`src/rtl/nic_poll_ctrl.sv`:
```
// nic_poll_ctrl: polls one NIC register port, moving producer flits out through a TX FIFO and NIC input flits into an RX FIFO
// Ports: clk/reset (sync, active-high); tx_data/tx_valid/tx_ready producer side;
// rx_data/rx_valid/rx_ready consumer side; nic_en/nic_wr/nic_addr/nic_din/nic_dout NIC register port;
// tx_sent_cnt/rx_recv_cnt wrapping flit counters; busy = FSM not idle.

module nic_poll_fifo #(
    parameter int W     = 64,
    parameter int DEPTH = 4
) (
    input  logic         clk,
    input  logic         reset,
    input  logic         i_push,
    input  logic [W-1:0] i_din,
    input  logic         i_pop,
    output logic [W-1:0] o_head,
    output logic         o_full,
    output logic         o_empty
);
    localparam int AW = $clog2(DEPTH);
    logic [W-1:0]  r_mem [DEPTH];
    logic [AW-1:0] r_wr;
    logic [AW-1:0] r_rd;
    logic [AW:0]   r_cnt;
    logic          w_push;
    logic          w_pop;
    assign w_pop   = i_pop && !o_empty;
    assign w_push  = i_push && (!o_full || w_pop);
    assign o_full  = r_cnt == (AW+1)'(DEPTH);
    assign o_empty = r_cnt == '0;
    assign o_head  = r_mem[r_rd];
    always_ff @(posedge clk) begin
        if (reset) begin
            r_wr  <= '0;
            r_rd  <= '0;
            r_cnt <= '0;
        end else begin
            if (w_push) begin
                r_mem[r_wr] <= i_din;
                r_wr        <= r_wr + AW'(1);
            end
            if (w_pop)
                r_rd <= r_rd + AW'(1);
            r_cnt <= r_cnt + (AW+1)'(w_push) - (AW+1)'(w_pop);
        end
    end
endmodule

module nic_poll_ctrl #(
    parameter int DATA_W     = 64,
    parameter int FIFO_DEPTH = 4,
    parameter int STATUS_BIT = 63,
    parameter int CNT_W      = 16
) (
    input  logic              clk,
    input  logic              reset,
    input  logic [DATA_W-1:0] tx_data,
    input  logic              tx_valid,
    output logic              tx_ready,
    output logic [DATA_W-1:0] rx_data,
    output logic              rx_valid,
    input  logic              rx_ready,
    output logic              nic_en,
    output logic              nic_wr,
    output logic [1:0]        nic_addr,
    output logic [DATA_W-1:0] nic_din,
    input  logic [DATA_W-1:0] nic_dout,
    output logic [CNT_W-1:0]  tx_sent_cnt,
    output logic [CNT_W-1:0]  rx_recv_cnt,
    output logic              busy
);
    typedef enum logic [2:0] {IDLE, TX_POLL, TX_CHK, TX_WR, RX_POLL, RX_CHK, RX_RD, RX_CAP} state_t;
    state_t            r_state;
    state_t            w_next;
    logic              r_rr_tx;
    logic              w_tx_push;
    logic              w_tx_full;
    logic              w_tx_empty;
    logic              w_rx_full;
    logic              w_rx_empty;
    logic              w_tx_elig;
    logic              w_rx_elig;
    logic [DATA_W-1:0] w_tx_head;

    assign w_tx_push = tx_valid && tx_ready;
    assign tx_ready  = !w_tx_full;
    assign rx_valid  = !w_rx_empty;
    // a flit being pushed this cycle already counts, so an idle controller starts polling on the next edge
    assign w_tx_elig = !w_tx_empty || w_tx_push;
    // RX is only started with a free slot; nothing else pushes, so the capture cannot overflow
    assign w_rx_elig = !w_rx_full;
    assign busy      = r_state != IDLE;

    nic_poll_fifo #(.W(DATA_W), .DEPTH(FIFO_DEPTH)) u_tx (
        .clk(clk), .reset(reset), .i_push(w_tx_push), .i_din(tx_data), .i_pop(r_state == TX_WR),
        .o_head(w_tx_head), .o_full(w_tx_full), .o_empty(w_tx_empty)
    );

    nic_poll_fifo #(.W(DATA_W), .DEPTH(FIFO_DEPTH)) u_rx (
        .clk(clk), .reset(reset), .i_push(r_state == RX_CAP), .i_din(nic_dout), .i_pop(rx_ready),
        .o_head(rx_data), .o_full(w_rx_full), .o_empty(w_rx_empty)
    );

    always_comb begin
        w_next = IDLE;
        case (r_state)
            IDLE:    w_next = (w_tx_elig && (r_rr_tx || !w_rx_elig)) ? TX_POLL : w_rx_elig ? RX_POLL : IDLE;
            TX_POLL: w_next = TX_CHK;
            TX_CHK:  w_next = nic_dout[STATUS_BIT] ? IDLE : TX_WR;
            RX_POLL: w_next = RX_CHK;
            RX_CHK:  w_next = nic_dout[STATUS_BIT] ? RX_RD : IDLE;
            RX_RD:   w_next = RX_CAP;
            default: w_next = IDLE;
        endcase
    end

    // NIC port outputs are registered from the next state so they line up with r_state
    always_ff @(posedge clk) begin
        if (reset) begin
            r_state     <= IDLE;
            r_rr_tx     <= 1'b1;
            nic_en      <= 1'b0;
            nic_wr      <= 1'b0;
            nic_addr    <= 2'b00;
            nic_din     <= '0;
            tx_sent_cnt <= '0;
            rx_recv_cnt <= '0;
        end else begin
            r_state  <= w_next;
            nic_en   <= w_next == TX_POLL || w_next == TX_WR || w_next == RX_POLL || w_next == RX_RD;
            nic_wr   <= w_next == TX_WR;
            nic_addr <= w_next == TX_POLL ? 2'b01 : w_next == RX_POLL ? 2'b11 : w_next == RX_RD ? 2'b10 : 2'b00;
            nic_din  <= w_next == TX_WR ? w_tx_head : '0;
            // whichever side is served now, the other side is favoured next time
            if (r_state == IDLE && (w_tx_elig || w_rx_elig))
                r_rr_tx <= w_next == RX_POLL;
            if (r_state == TX_WR)
                tx_sent_cnt <= tx_sent_cnt + CNT_W'(1);
            if (r_state == RX_CAP)
                rx_recv_cnt <= rx_recv_cnt + CNT_W'(1);
        end
    end
endmodule
```
`config.mk`:
```
export PLATFORM = sky130hd
export DESIGN_NAME = nic_poll_ctrl
export DESIGN_NICKNAME = d
export VERILOG_FILES = /design/src/rtl/nic_poll_ctrl.sv
export SDC_FILE = /design/constraint.sdc
export NUM_CORES = 1
export LEC_CHECK = 0
export CAP_MARGIN = 20
export CORE_MARGIN = 2
export CORE_UTILIZATION = 45
export DETAILED_ROUTE_END_ITERATION = 8
export PLACE_DENSITY = 0.68
export SYNTH_ARGS = -nofsm -noshare
export SYNTH_HDL_FRONTEND = slang
export SYNTH_SLANG_ARGS = --single-unit
```
`constraint.sdc`:
```
create_clock -name clk -period 3.45 [get_ports clk]
set_input_delay 1.035 -clock clk [delete_from_list [all_inputs] [get_ports clk]]
set_output_delay 1.035 -clock clk [all_outputs]
set_load 0.02 [all_outputs]
```
==> results of run 1 <==
-- cell usage in the layout (no fill, tap or decap), types with 15 or more instances in the layout --
master	n
edfxtp_1	512
clkdlybuf4s50_1	238
mux4_2	128
dfxtp_1	116
clkbuf_16	64
nor2b_4	50
nor2_1	48
dlygate4sd2_1	47
buf_12	26
xnor2_1	20
inv_1	19
xor2_1	19
nand2_1	16
nor2b_1	15
buf_4	15
-- area by class of cell --
type,count,area (um2)
Antenna cell,2,5.00
Sequential cell,632,17800
Multi-Input combinational cell,393,5030
Clock inverter,35,404
Fill cell,3771,21600
Timing Repair Buffer,339,3580
Inverter,19,71.3
Clock buffer,79,1740
Tap cell,680,851
-- per-stage QoR --
| step | setup WS, ps | utilization [%] | cells | hold WS (ps) |
|---|---|---|---|---|
| after floorplan | 119 | - | 1091 | 469 |
| after global placement | 222 | 53.5 | 2060 | 488 |
| after detailed placement | 177 | 53.5 | 2060 | 500 |
| after CTS | 0.844 | 57.6 | 2177 | 509 |
| after global routing | 6.83 | 57.7 | 2179 | 527 |
| final | 85.1 | 57.7 | 2179 | 505 |
-- metal layers --
| layer | global-route usage, % | routed length (um) |
|---|---|---|
| met1 | 23.3 | 19500 |
| met2 | 28.4 | 22500 |
| met3 | 4.74 | 3220 |
| met4 | 4.31 | 826 |
| met5 | 0 | 67 |
-- registers in the layout, indices dropped and copies added, names as in the netlist, 2 cells and up, named ones only --
register and flops:
u_rx.r_rd 2, nic_addr 2, r_state 3, u_tx.r_cnt 3, tx_sent_cnt 16, u_rx.r_mem 256
u_tx.r_rd 2, u_tx.r_mem 256, rx_recv_cnt 16, u_rx.r_cnt 3, nic_din 64, u_rx.r_wr 2
u_tx.r_wr 2
-- final timing paths --
kind	startpoint	to	cells past startpoint
max reg2reg	r_state[0]$_SDFF_PP0_	u_tx.r_cnt[2]$_SDFF_PP0_	9
min reg2reg	tx_sent_cnt[1]$_SDFFE_PP0N_	tx_sent_cnt[1]$_SDFFE_PP0N_	2
max	flip-flop	rx_data[1]	3
min	tx_sent_cnt[1]$_SDFFE_PP0N_	tx_sent_cnt[1]$_SDFFE_PP0N_	2
-- power groups by stage --
stage                     clock network, uW  registers, uW  logic (uW)
after global routing                   7390           8840        3550
final                                  6930           8810        3320
after global placement                    0           8980        3430
after detailed placement                  0           8990        3450
after floorplan                           0           9000        2000
after CTS                              7090           8810        3400
-- cell families after synthesis --
kind of cell               share of synthesized area (%)
AOI/OAI and AO/OA                                  0.589
xor gates and xnor gates                            1.48
adders and majority gates                          0.930
buffers and inverters                               1.57
DFF                                                 76.8
muxes                                               12.5
and+or+nand+nor                                     6.15
-- worst min-delay path: cells and delay by family (launching register included) --
kind | cells | cell delay, ps
compound gates | 1 | 60
simple gates | 1 | 60
flops | 1 | 340
-- repair_timing --
| item | 4_1_cts | 5_1_grt |
|---|---|---|
| endpoints found under the setup margin | 58 | 12 |
| pin swaps | 0 | 0 |
| gates resized for setup | 48 | 12 |
| setup buffers | 3 | 0 |
==> reports/results.txt, run 1 <==
Setup slack, reg-to-reg: 1010 ps
Vias in the first global route: 11600
Skew final: 12.2 ps
Row cnt: 83
Primary FF master, synth: edfxtp_1
CTS H-tree depth: 2
Ys async rst share: 0%
Synthesized flop and latch total: 632
Antenna viol nets, final: 0
CP bufs+invs: 2
DRC errors left: 0
Critical Path Sink Type: output port
Area Overhead vs Synth: 27.3%
Area after DPL: 27300 um2
Ranking of synthesized cells by area: edfxtp_1, mux4_2, dfxtp_1
Number of max-cap violations: 0
Final period util: 97.5%
Slew HR: 54.0%
Chip Width: 231 um
Pleak: 0.00981 uW
Synth warn: 0
GRT overflow: 0
Hold-fix buffers, CTS: 0
Final non-filler cell area: 29500 um2
Initial antenna violation count: 8
Post-Syn Instances: 1091
Post-synth top cells: edfxtp_1, mux4_2, dfxtp_1, nor2b_4, nor2_1
Worst Path Arrival: 2330 ps
Yosys top cell by area: edfxtp_1
Setup TNS: 0 ps
Flop pwr share: 46.2%
Clk buf depth: 3
Overall power: 19100 uW
Vias per cell: 5.12
Routed wire per std cell: 21.2 um
Worst-Skew Late Latency: 610 ps
Max Freq: 0.297 GHz
Max Slew Vio Count: 0
Number of synthesized flops with an enable pin: 512
Psw: 4670 uW
Dpl hpwl: 29.2 mm
Final Net Count: 1593
Combinational power share: 17.4%
Routability congestion estimate: 0.769
CTS tree: yes
Proportion of layout cells with a drive suffix above 1: 23.0%
Final wirelength: 46.1 mm
Switching Fraction: 24.5%
Worst-Margin Slew: 690 ps
Crit-path cells: buf_4, mux4_2, clkdlybuf4s50_1
Via count: 11200
Clk Tree Root Cell: clkbuf_16
Slowest-stage cell, CP: clkdlybuf4s50_1
First-pass GRT wire length: 70.0 mm
Register area share after synthesis: 76.8%
Tightest Hold Check Type: reg -> reg
CP top delay family: buffers and inverters
Mapped Area: 23100 um2
Syn_nets: 1239
Setup violations, final: 0
CP required: 2410 ps
Total GRT Usage: 17.4%
Top cell type's share of synthesized area: 66.4%
Die Y: 231 um
CTS Sinks: 632
Library cells used by synthesis: 45
Die Area: 53300 um2
Effective utilization at floorplan: 45.3%
TritonCTS Buffers: 60
Pin count of the biggest net entering global routing: 46
P_int: 14400 uW
Cell with the most instances after synthesis: edfxtp_1
Setup CP Type: reg -> out
Type of origin of the critical path: flip-flop
Worst-path clk slew: 60 ps
Status: completed
Avg Cell Area, Syn: 21.2 um2
Initial drt markers: 664
PortBufs: 298
CP max stage delay: 620 ps
Unrepaired setup endpoints after global routing: no
Num ports: 299
DRT Pass-1 Iters: 5
Worst vdd ir: 0.442 mV
Final min period: 3360 ps
CP Max Fanout: 7
Core area: 51100 um2
Cell area power density: 647 nW/um2
Clock group share of total power: 36.4%
Final hold viol count: 0
Power figures use the tool's default switching activity.
==> run 2: changes to the inputs <==
--- a/config.mk
+++ b/config.mk
@@ -7,9 +7,10 @@
 export LEC_CHECK = 0
 export CAP_MARGIN = 20
 export CORE_MARGIN = 2
-export CORE_UTILIZATION = 45
+export CORE_UTILIZATION = 50
 export DETAILED_ROUTE_END_ITERATION = 8
-export PLACE_DENSITY = 0.68
+export PLACE_DENSITY = 0.74
+export SKIP_LAST_GASP = 1
 export SYNTH_ARGS = -nofsm -noshare
 export SYNTH_HDL_FRONTEND = slang
 export SYNTH_SLANG_ARGS = --single-unit
==> reports/results.txt, run 2 (same netlist as run 1, synthesis figures left out) <==
Commonest non-fill, non-tap cell in the layout: edfxtp_1
Status: completed
Util after Layout: 63.7%
Met2 Use GR: 31.1%
Antenna viol nets, final: 0
Type of origin of the critical path: flip-flop
Fillers: 3075
GRT overflow: 0
DP Cell Count: 1968
Hold path start: u_tx.r_wr[1]$_SDFFE_PP0N_
Final Net Count: 1581
Cell area power density: 641 nW/um2
Final period util: 97.6%
Final non-filler cell total: 2086
Vias per cell: 5.33
Via count: 11100
Die Y: 219 um
TritonCTS Buffers: 59
Pleak: 0.00967 uW
Final min period: 3370 ps
Setup violations, final: 0
Unrepaired setup endpoints after global routing: no
Final hold viol count: 0
Most frequent cells in the layout: edfxtp_1, clkdlybuf4s50_1, mux4_2
Max Freq: 0.297 GHz
Setup ws final: 83.4 ps
Dpl hpwl: 28.2 mm
Vias in the first global route: 11700
Initial drt markers: 789
Pre-CTS setup slack: 143 ps
Routability congestion estimate: 0.789
Area after DPL: 27000 um2
Initial antenna violation count: 11
Biggest regs: u_rx.r_mem: 256 flops, u_tx.r_mem: 256 flops, nic_din: 64 flops
GR peak layer: met2
Final non-filler cell area: 29000 um2
Die Area: 48000 um2
Chip Width: 219 um
DRC errors left: 0
Worst Path Arrival: 2330 ps
Area Overhead vs Synth: 25.3%
Routed wire per std cell: 21.9 um
Critical Path Sink Type: output port
First-pass GRT wire length: 69.7 mm
Pin count of the biggest net entering global routing: 65
Hold-fix buffers, CTS: 0
CTS Sinks: 632
Clk Tree Root Cell: clkbuf_16
Worst-path clk slew: 60 ps
Worst-Margin Slew: 628 ps
DRT Pass-1 Iters: 5
Launching point of the worst reg2reg path: r_state[0]$_SDFF_PP0_
PortBufs: 298
Num ports: 299
Number of max-cap violations: 0
GRT met1 Usage: 26.1%
Core area: 45600 um2
CTS H-tree depth: 2
Max Slew Vio Count: 0
Final wirelength: 45.6 mm
Worst-Skew Late Latency: 610 ps
Setup CP Type: reg -> out
Skew final: 24.5 ps
Tightest Hold Check Type: reg -> reg
CP required: 2410 ps
Proportion of layout cells with a drive suffix above 1: 21.4%
CTS tree: yes
Worst vdd ir: 0.479 mV
Met3 Use GR: 5.36%
Slew HR: 57.8%
Effective utilization at floorplan: 50.8%
Clk buf depth: 3
CP Max Fanout: 8
Total GRT Usage: 19.4%
Row cnt: 78
==> run 2: cell types whose count changed in the layout (fill, tap and decap cells not counted), sizes merged <==
cell	previous run	this run
clkdlybuf4s50	238	236
clkbuf	79	76
clkinv	20	22
dlygate4sd2	47	43
clkinvlp	2	4
inv	25	22
dlymetal6s2s	12	18
buf	42	31
==> run 2: metal layers <==
| layer | wire [um] | vias to the layer above |
|---|---|---|
| met5 | 112 | - |
| met4 | 939 | 18 |
| met3 | 3690 | 78 |
| met2 | 22300 | 360 |
| met1 | 18600 | 5679 |
| li1 | - | 4978 |
==> run 2: critical path, stage by stage, from the launching register on <==
cell,delay (ps)
dfxtp_4,460
buf_4,170
mux4_2,490
clkdlybuf4s50_1,600
==> run 2: path summary, 6_finish.rpt <==
check | endpoint | slack (ps) | depth (start not counted)
worst max-delay path | rx_data[2] | 80 | 3
worst min-delay path | u_tx.r_wr[1]$_SDFFE_PP0N_ | 520 | 2
worst max register to register | u_rx.r_mem[1][54]$_DFFE_PP_ | 900 | 5
worst min register to register | u_tx.r_wr[1]$_SDFFE_PP0N_ | 520 | 2
==> run 2: per-stage QoR <==
step                      power [uW]  hold slack, ps  setup TNS (ps)
final                          18600             517               0
after global routing           19300             535               0
after CTS                      18800             518           -78.4
after global placement         12400             488               0
after floorplan                11000             469               0
after detailed placement       12400             502               0
==> run 2: area by class of cell <==
class	count	area, um2	area share (%)
clock inverter	36	383	1.32
tap	600	751	2.59
sequential	632	17800	61.3
timing repair buffer	328	3420	11.8
multi-input combinational	393	5030	17.3
clock buffer	76	1570	5.42
inverter	19	71.3	0.246
antenna	2	5.00	0.0172
==> run 2: power by group <==
part	leakage (uW)	internal, uW	switching, uW	total, uW
clock network	0.000950	3750	2720	6480
registers	0.00560	8610	201	8810
logic	0.00312	1660	1640	3310
==> run 2: timing repair <==
item	in CTS	in global routing
buffers inserted	4	0
resized for setup	43	18
pin swaps	0	0
endpoints found under the setup margin	56	18
==> run 3: changes to the inputs <==
--- a/config.mk
+++ b/config.mk
@@ -9,6 +9,7 @@
 export CORE_MARGIN = 2
 export CORE_UTILIZATION = 50
 export DETAILED_ROUTE_END_ITERATION = 8
+export GPL_ROUTABILITY_DRIVEN = 1
 export PLACE_DENSITY = 0.74
 export SKIP_LAST_GASP = 1
 export SYNTH_ARGS = -nofsm -noshare
==> constraint.sdc (replaced) <==
create_clock -name clk -period 3.45 [get_ports clk]
set_input_delay 1.035 -clock clk [delete_from_list [all_inputs] [get_ports clk]]
set_output_delay 1.035 -clock clk [all_outputs]
set_load 0.1 [all_outputs]
==> reports/results.txt, run 3 (same netlist as run 1, synthesis figures left out) <==
Hold slack: 507 ps
Biggest regs: u_rx.r_mem: 256 flops, u_tx.r_mem: 256 flops, nic_din: 64 flops
Setup ws final: 149 ps
GRT overflow: 0
Setup TNS: 0 ps
Proportion of layout cells with a drive suffix above 1: 33.0%
Clk buf depth: 3
Die Area: 48000 um2
Hold path start: tx_sent_cnt[1]$_SDFFE_PP0N_
R2r endpoint: u_rx.r_mem[0][57]$_DFFE_PP_
Post-CTS setup buffers: 0
Setup slack, reg-to-reg: 980 ps
Effective utilization at floorplan: 50.8%
Worst-path clk slew: 60 ps
Routed wire per std cell: 22.1 um
Routability congestion estimate: 0.803
Cell area power density: 724 nW/um2
Worst vdd ir: 0.787 mV
Vias per cell: 5.32
Area after DPL: 26700 um2
PortBufs: 298
Max Freq: 0.303 GHz
Most frequent cells in the layout: edfxtp_1, buf_4, clkdlybuf4s50_1
Fillers: 3040
Critical Path Sink Type: output port
CTS H-tree depth: 2
Worst Hold Depth: 2
CTS Sinks: 632
Initial antenna violation count: 14
Slew HR: 51.5%
Num ports: 299
Final Net Count: 1579
Setup violations, final: 0
Dpl hpwl: 28.6 mm
Worst-Skew Late Latency: 610 ps
Status: completed
Util after Layout: 63.0%
Number of max-cap violations: 0
Vias in the first global route: 11500
Pin count of the biggest net entering global routing: 66
Skew final: 19.8 ps
Chip Width: 219 um
Core area: 45600 um2
Final non-filler cell area: 28700 um2
Crit-path cells: buf_16, mux4_2, buf_4
Final hold viol count: 0
Die Y: 219 um
Slowest-stage cell, CP: mux4_2
Final wirelength: 46.2 mm
Max Slew Vio Count: 0
CTS tree: yes
Tightest Hold Check Type: reg -> reg
Unrepaired setup endpoints after global routing: no
TritonCTS Buffers: 59
Pre-CTS setup slack: 247 ps
Commonest non-fill, non-tap cell in the layout: edfxtp_1
Pleak: 0.00975 uW
Final period util: 95.7%
First-pass GRT wire length: 69.8 mm
DRT Pass-1 Iters: 5
CP max stage delay: 610 ps
Clk Tree Root Cell: clkbuf_16
Via count: 11100
CP Max Fanout: 64
Setup CP Type: reg -> out
Row cnt: 78
R2R depth: 5
Worst-Margin Slew: 721 ps
Worst Path Arrival: 2270 ps
Final min period: 3300 ps
Launching point of the worst reg2reg path: r_state[0]$_SDFF_PP0_
Initial drt markers: 726
DRC errors left: 0
Total GRT Usage: 19.5%
Antenna viol nets, final: 0
CP required: 2410 ps
Area Overhead vs Synth: 24.0%
Worst min-delay path endpoint: tx_sent_cnt[1]$_SDFFE_PP0N_
Type of origin of the critical path: flip-flop
run 3: worst max path at each step:
stage	to
after floorplan	u_tx.r_mem[0][0]$_DFFE_PP_
after global placement	nic_din[63]$_SDFF_PP0_
after detailed placement	nic_din[36]$_SDFF_PP0_
after CTS	rx_data[47]
after global routing	rx_data[13]
final	rx_data[58]
run 3: metal layers:
layer  track usage (%)  vias to the layer above  part of all wire, %
li1                  -                     4974                    -
met3              6.79                       87                  8.9
met2              31.1                      324                   49
met1              25.6                     5696                   40
met5                 0                        -                 0.24
met4              5.32                       18                  2.2
run 3: report_power, final:
part | internal (uW) | switching, uW | total (uW) | leakage (uW)
logic | 1600 | 3920 | 5520 | 0.00317
registers | 8610 | 185 | 8800 | 0.00560
clock network | 3750 | 2700 | 6450 | 0.000992
total | 14000 | 6810 | 20800 | 0.00975
run 3: area by class of cell:
cell class	instances	area (um2)	area share [%]
Antenna cell	6	15.0	0.0523
Clock buffer	88	1790	6.24
Clock inverter	24	195	0.680
Inverter	19	71.3	0.248
Multi-Input combinational cell	393	5030	17.5
Sequential cell	632	17800	62.0
Tap cell	600	751	2.62
Timing Repair Buffer	326	3070	10.7
run 3: stage by stage:
step                      cells  power [uW]
after floorplan            1091       13300
after global placement     1970       14500
after detailed placement   1970       14500
after CTS                  2082       21000
after global routing       2083       21500
final                      2088       20800
run 3: repair_timing:
item,4_1_cts,5_1_grt
endpoints found under the hold margin,0,0
endpoints found under the setup margin,0,1
hold buffers,0,0
resized for setup,0,1
run 3: worst max-delay path: cells and delay by family, from the launching register on:
kind / cells / cell delay, ps
buffers and inverters: 2 / 650
multiplexers: 1 / 610
flip-flops: 1 / 360
